File: config.mk
export PLATFORM = sky130hd
export DESIGN_NAME = uart_cmd_ctrl
export DESIGN_NICKNAME = d
export VERILOG_FILES = /design/src/rtl/uart_cmd_ctrl.sv
export SDC_FILE = /design/constraint.sdc
export NUM_CORES = 1
export LEC_CHECK = 0
export BUFFER_PORTS_ARGS = -buffer_cell sky130_fd_sc_hd__buf_2
export CAP_MARGIN = 40
export CORE_MARGIN = 2
export CORE_UTILIZATION = 39
export DETAILED_ROUTE_END_ITERATION = 10
export PLACE_DENSITY_LB_ADDON = 0.3
export RECOVER_POWER = 50
export SLEW_MARGIN = 30
export SYNTH_ARGS = -nofsm -noshare
export SYNTH_HDL_FRONTEND = slang
export SYNTH_SLANG_ARGS = --single-unit
export TNS_END_PERCENT = 20
File: constraint.sdc
create_clock -name CLK -period 2.5 [get_ports CLK]
set_input_delay 0.25 -clock CLK [delete_from_list [all_inputs] [get_ports CLK]]
set_output_delay 0.25 -clock CLK [all_outputs]
set_load 0.05 [all_outputs]
File: src/rtl/uart_cmd_ctrl.sv
// Purpose: turns W/R/L byte packets from the UART into single-cycle RAM strobes and LED register updates.
// Latency: ram_we and cmd_done 1 cycle after the W data byte; ram_re 1 cycle after the R address byte,
//          with LEDs updated 3 cycles after it; an L data byte reaches the LEDs on the next cycle.
// Backpressure: rx_hold is high while a read is in flight. A byte that arrives then is dropped and counted as an error.
// Ports:
//   CLK, reset (synchronous, active-high)
//   rx_data/rx_valid/rx_error  receiver byte stream and framing-error pulse
//   rx_hold                    receiver flow control
//   ram_addr/ram_wdata/ram_we/ram_re/ram_rdata   RAM port; read data returns 1 cycle after ram_re
//   leds                       LED register (active-high)
//   cmd_done                   completion pulse
//   err_count                  saturating protocol error count
module uart_cmd_ctrl #(
   parameter int ADDR_W  = 8,
   parameter int TIMEOUT = 12000000
) (
   input  logic              CLK,
   input  logic              reset,
   input  logic [7:0]        rx_data,
   input  logic              rx_valid,
   input  logic              rx_error,
   output logic              rx_hold,
   output logic [ADDR_W-1:0] ram_addr,
   output logic [7:0]        ram_wdata,
   output logic              ram_we,
   output logic              ram_re,
   input  logic [7:0]        ram_rdata,
   output logic [7:0]        leds,
   output logic              cmd_done,
   output logic [7:0]        err_count
);

   localparam logic [2:0] S_IDLE    = 3'd0;
   localparam logic [2:0] S_W_ADDR  = 3'd1;
   localparam logic [2:0] S_W_DATA  = 3'd2;
   localparam logic [2:0] S_R_ADDR  = 3'd3;
   localparam logic [2:0] S_L_DATA  = 3'd4;
   localparam logic [2:0] S_R_ISSUE = 3'd5;
   localparam logic [2:0] S_R_WAIT  = 3'd6;

   localparam logic [7:0] CMD_W = 8'h57;
   localparam logic [7:0] CMD_R = 8'h52;
   localparam logic [7:0] CMD_L = 8'h4C;

   // The timer only ever reaches TIMEOUT-1, so clog2(TIMEOUT) bits suffice.
   localparam int              TW     = (TIMEOUT > 1) ? $clog2(TIMEOUT) : 1;
   localparam int              TMAX_I = (TIMEOUT > 0) ? TIMEOUT - 1 : 0;
   localparam logic [TW-1:0]   TMAX   = TMAX_I[TW-1:0];

   logic [2:0]    state;
   logic [TW-1:0] timer;
   logic          ram_we_q;
   logic          ram_re_q;
   logic          in_pkt;
   logic          timed_out;
   logic          bad_cmd;
   logic          err_evt;

   assign rx_hold = (state == S_R_ISSUE) || (state == S_R_WAIT);
   assign in_pkt  = (state == S_W_ADDR) || (state == S_W_DATA) ||
                    (state == S_R_ADDR) || (state == S_L_DATA);

   // A byte arriving on the final allowed cycle still wins over the timeout.
   assign timed_out = (TIMEOUT != 0) && in_pkt && !rx_valid && !rx_error && (timer == TMAX);

   assign bad_cmd = (state == S_IDLE) && rx_valid &&
                    (rx_data != CMD_W) && (rx_data != CMD_R) && (rx_data != CMD_L);

   // All error sources merge into a single increment per cycle.
   assign err_evt = rx_error || (rx_valid && rx_hold) || bad_cmd || timed_out;

   // Strobes are masked while reset is high, so a write queued just before reset never reaches the RAM.
   assign ram_we = ram_we_q && !reset;
   assign ram_re = ram_re_q && !reset;

   always_ff @(posedge CLK) begin
      if (reset) begin
         state     <= S_IDLE;
         timer     <= '0;
         leds      <= 8'h01;
         ram_addr  <= '0;
         ram_wdata <= 8'h00;
         ram_we_q  <= 1'b0;
         ram_re_q  <= 1'b0;
         cmd_done  <= 1'b0;
         err_count <= 8'h00;
      end else begin
         ram_we_q <= 1'b0;
         ram_re_q <= 1'b0;
         cmd_done <= 1'b0;

         if (err_evt && (err_count != 8'hFF)) begin
            err_count <= err_count + 8'd1;
         end

         // Any byte inside a packet restarts the inter-byte timer, as does leaving the packet states.
         if (!in_pkt || rx_valid || rx_error || timed_out || (TIMEOUT == 0)) begin
            timer <= '0;
         end else begin
            timer <= timer + TW'(1);
         end

         if (rx_error || timed_out) begin
            state <= S_IDLE;
         end else begin
            case (state)
               S_IDLE: begin
                  if (rx_valid) begin
                     case (rx_data)
                        CMD_W:   state <= S_W_ADDR;
                        CMD_R:   state <= S_R_ADDR;
                        CMD_L:   state <= S_L_DATA;
                        default: state <= S_IDLE;
                     endcase
                  end
               end
               S_W_ADDR: begin
                  if (rx_valid) begin
                     ram_addr <= rx_data[ADDR_W-1:0];
                     state    <= S_W_DATA;
                  end
               end
               S_W_DATA: begin
                  if (rx_valid) begin
                     ram_wdata <= rx_data;
                     ram_we_q  <= 1'b1;
                     cmd_done  <= 1'b1;
                     state     <= S_IDLE;
                  end
               end
               S_R_ADDR: begin
                  if (rx_valid) begin
                     ram_addr <= rx_data[ADDR_W-1:0];
                     ram_re_q <= 1'b1;
                     state    <= S_R_ISSUE;
                  end
               end
               S_L_DATA: begin
                  if (rx_valid) begin
                     leds     <= rx_data;
                     cmd_done <= 1'b1;
                     state    <= S_IDLE;
                  end
               end
               S_R_ISSUE: begin
                  // ram_re is high this cycle. Completion is flagged in the cycle the data returns.
                  cmd_done <= 1'b1;
                  state    <= S_R_WAIT;
               end
               S_R_WAIT: begin
                  leds  <= ram_rdata;
                  state <= S_IDLE;
               end
               default: state <= S_IDLE;
            endcase
         end
      end
   end

endmodule

After elaboration in Yosys (flattened, before gate mapping). Index checks and enable logic that the tools add are counted.

Add/sub/neg operators: 2. Equality and inequality tests: 19. Mux-type cells: 10. Bitwise operators: 3. Reductions and logical operators: 38.

Operator list (count): 24-bit by 1-bit adder with 24-bit output (second input constant) (1); 24-bit == test (second input constant) (1); 8-bit by 7-bit == test with 1-bit output (second input constant) (3); 8-bit by 7-bit inequality test with 1-bit output (second input constant) (3); 8-bit case mux with 2 select lines (1); 3-bit case mux with 5 select lines (1); 3-bit two-way mux (4); 1-bit logical AND (11); 1-bit logical OR (11); 3-bit == test (second input constant) (3); 3-bit case mux with 3 select lines (1); 3-bit AND reduction (3); 8-bit by 1-bit adder with 8-bit output (second input constant) (1); 8-bit two-way mux (1); 2-bit inequality test (second input constant) (4); 8-bit inequality test (second input constant) (1); 2-bit OR reduction (4); 3-bit by 2-bit == test with 1-bit output (second input constant) (2); 3-bit OR reduction (2); 1-bit logical NOT (4); 4-bit AND reduction (1); 3-bit by 1-bit == test with 1-bit output (second input constant) (1); 3-bit logical NOT (1); 1-bit NOT (3); other kinds (4) (4).

Flip-flop bits (word level): 62. Output and inout bits: 36.

Logic depth before layout (Yosys ltp).
Word-level depth: 10. Depth in mapped cells: 8. Gate-level depth less buffers: 6.

Worst setup path after synthesis. No wires, ideal clock.

Path kind: input to register. Start: in rx_data[5]. End: reg err_count[2]. Arrival: 1.945 ns. Required time: 2.377 ns. Path slack: 0.431 ns. Stages on the path: 5. Path buffers: 0. Path through: or4b_4 > or4_4 > a31oi_4 > a21oi_1 > mux2_1.

Longest elaborated chain between the ends: 7. Elaborated cells on any way between the ends: 9.

RTL lines: start: declaration (RTL line 19) `input logic [7:0] rx_data,`; 8-bit by 7-bit inequality test with 1-bit output (RTL line 67) `(rx_data != CMD_W) && (rx_data != CMD_R) && (rx_data != CMD_L);`; 1-bit logical AND (RTL line 66) `assign bad_cmd = (state == S_IDLE) && rx_valid &&`; 1-bit logical AND (RTL line 67); 1-bit logical AND (*) (RTL line 67); 1-bit logical OR (*) (2 in a row) (RTL line 70) `assign err_evt = rx_error || (rx_valid && rx_hold) || bad_cmd || timed_out;`; 1-bit logical AND (*) (RTL line 92) `if (err_evt && (err_count != 8'hFF)) begin`; end signal: assignment (RTL line 93) `err_count <= err_count + 8'd1;`; end: declaration (RTL line 30) `output logic [7:0] err_count`.

Mark *: on every way between the ends. The rest lies on a longest branch, timed or not. A chain may end at the register's enable or synchronous reset.

Worst setup path after layout.
Start: reg timer[0]. End: reg err_count[6].

Longest elaborated chain between the ends: 4.

RTL lines: start: declaration (RTL line 51) `logic [TW-1:0] timer;`; start signal: assignment (RTL line 100) `timer <= timer + TW'(1);`; 24-bit == test (RTL line 64) `assign timed_out = (TIMEOUT != 0) && in_pkt && !rx_valid && !rx_error && (timer == TMAX);`; 1-bit logical AND (RTL line 64); 1-bit logical OR (RTL line 70); 1-bit logical AND (RTL line 92).

Every way passes these cells.

==> metrics <==
post-synthesis cell count 333; global-route wire length before repair 10050 um; worst setup path category register to register; max_cap viols 0; register area share after synthesis between 40% and 50%; synth warn 0; unrepaired setup endpoints after global routing no; ys flop type dfxtp_1; global-route total usage across every layer roughly 16%; top cell type's share of synthesized area 43.66%; row cnt 31; chip height about 90 um; ANT nets after route 0; Area Growth Syn to Fin 20.20%; Post-Syn Area 2843 sq um; Overflow after GRT 0; PwrDens between 600 and 700 nW/um^2; pin count of the biggest net entering global routing 34; Worst Hold Launch rx_data[5]; routed wire length around 6300 um; worst vdd ir about 0.4 mV; reg2reg start timer[0]; flops & latches, synth 62; Slew HR around 56%; Post-DP HPWL 4444 um; Initial Utilization between 30 and 40%; H-tree levels 3; Nets approximately 410; RR Endpoint err_count[6]; Leak 1.356 nW; initial DRC count ~150; # clock sinks 62; setup violators final 0; Max Fclk around 0.45 GHz; via count of the first global-routing pass about 2200; drc violations 0; most instantiated library cell after synthesis nor2_1; n_diodes 0; outcome finished, final reports clean; Core Footprint 7137 sq um; Fill cells around 750; fin area approximately 3400 sq um; top cells by count, synth nor2_1 (64), dfxtp_1 (62), nand2_1 (27), a21oi_1 (20), mux2i_1 (17); fin cells between 400 and 500; Mean Syn Cell Area ~8.5 sq um; worst r2r path cells 6; hold endpoint ram_addr[5]; syn_nets 355; slowest CP cell a2111oi_0; Clk pin slew, worst setup/hold paths ~0.07 ns; CP max stage delay between 0.5 and 0.6 ns; layout cell share with drive strength beyond 1 between 10% and 20%; Total Die Area 7988 sq um; Setup crit end kind register; dominant cell type by area after synthesis dfxtp_1; Worst Hold Depth 3; slew of the pin with the lowest slew margin roughly 0.67 ns; final hold viol count 0; hold crit path type input pin to register; Period minus WS final roughly 2.2 ns; Die W 89.38 um; TritonCTS clock tree done; EDFF count, synth 0; final period utilization around nine tenths; setup slack, reg-to-reg 0.29 ns; Setup TNS 0 ns; cts bufs inserted 9; WP data arrival around 2.4 ns; placed cell areas roughly 3200 sq um; Fin Clk Skew approximately 0.0066 ns; GPL Wtd Cong 0.7956; critical-path cell list ha_1, and3_1, and4_1, nand4_1, a2111oi_0, a211oi_1; Slew Limit Fails 0; Vias/cell slightly below 5; Post-CTS Setup Inserts 0; highest net fanout along the worst path 9; post-CTS resize count 0; Avg WL per Cell ~13 um; clock root buffer clkbuf_8; Skew-Pair Late Insertion Delay between 0.3 and 0.4 ns; synth top area cells dfxtp_1 (44%), nor2_1 (8.5%), mux2i_1 (6.0%); Inst Count DP 477; Req. time, crit path between 2 and 3 ns; via count ~2400; startpoint types register; Max Root-Sink Buffers 2; synth unique cells 43; # port buffers 55; initial antenna violation count 0; First-pass DRT Iterations 4; Post-synth ARST share 0%; io pins between 50 and 60; Post-CTS Hold Fix Bufs 0
## worst max-delay path by stage
stage | start | endpoint | slack [ns]
2_1_floorplan | rx_data[5] | err_count[2] | 0.43
3_3_place_gp | rx_data[5] | err_count[2] | 0.20
3_5_place_dp | rx_data[5] | err_count[3] | 0.18
4_1_cts | timer[0] | err_count[3] | 0.26
5_1_grt | timer[0] | err_count[6] | 0.03
6_report | timer[0] | err_count[6] | 0.29
## worst max-delay path: cells and delay by family, from the launching register on
| kind | cells | cell delay (ns) |
|---|---|---|
| compound gates | 2 | 0.61 |
| fa+ha+maj | 1 | 0.21 |
| flops | 1 | 0.37 |
| simple gates | 3 | 0.87 |
## per-stage QoR
step	power (W)	utilization, %	hold WS [ns]	setup slack [ns]
4_1_cts	0.002151	48.51	0.1882	0.2604
3_5_place_dp	0.001119	45.23	0.4442	0.1840
5_1_grt	0.002196	47.88	0.1842	0.03036
2_1_floorplan	0.001079	-	0.3860	0.4313
6_report	0.002122	47.88	0.2037	0.2930
3_3_place_gp	0.001118	45.16	0.4394	0.1992
## power by group
group	total, W	internal (W)	leakage [nW]	switching, W
sequential	0.000998	0.000992	0.500	0.00000565
combinational	0.0000971	0.0000328	0.737	0.0000643
clock	0.00103	0.000642	0.120	0.000384
total	0.00212	0.00167	1.36	0.000454
## registers in the layout (all words and copies together) (netlist names)
name,count
leds,8
timer,24
ram_addr,8
cmd_done,1
err_count,8
state,3
ram_re_q,1
ram_wdata,8
ram_we_q,1
## placed cells by master (no fill, tap or decap), drive strengths merged, types with 10 or more instances in the layout
master   n
a21oi   20
buf     27
clkbuf  48
dfxtp   62
mux2i   17
nand2   27
nand3   15
nand4   10
nor2    64
nor2b   10
xor2    15
## cell type report
class	instances	area [sq um]	area share, %
multi-input combinational	250	1523	44.56
sequential	62	1241	36.32
timing repair buffer	62	280.3	8.202
clock buffer	13	168.9	4.943
tap	99	123.9	3.625
clock inverter	3	65.06	1.904
inverter	4	15.01	0.4394
## kinds of logic after synthesis
kind of cell	count (synthesis)	synth area share [%]
compound gates	39	9.067
xor+xnor	24	7.395
flops	62	43.66
simple gates	162	27.73
mux	23	8.494
fa+ha+maj	2	0.8801
buf+inv	21	2.773
## layer usage
metal  GRT usage [%]  wire [um]
met3           6.002        256
met1           22.01       3167
met2           24.31       2823
met4           4.071         59
met5               0          0
Note: power is estimated with default switching activity, not from simulation.
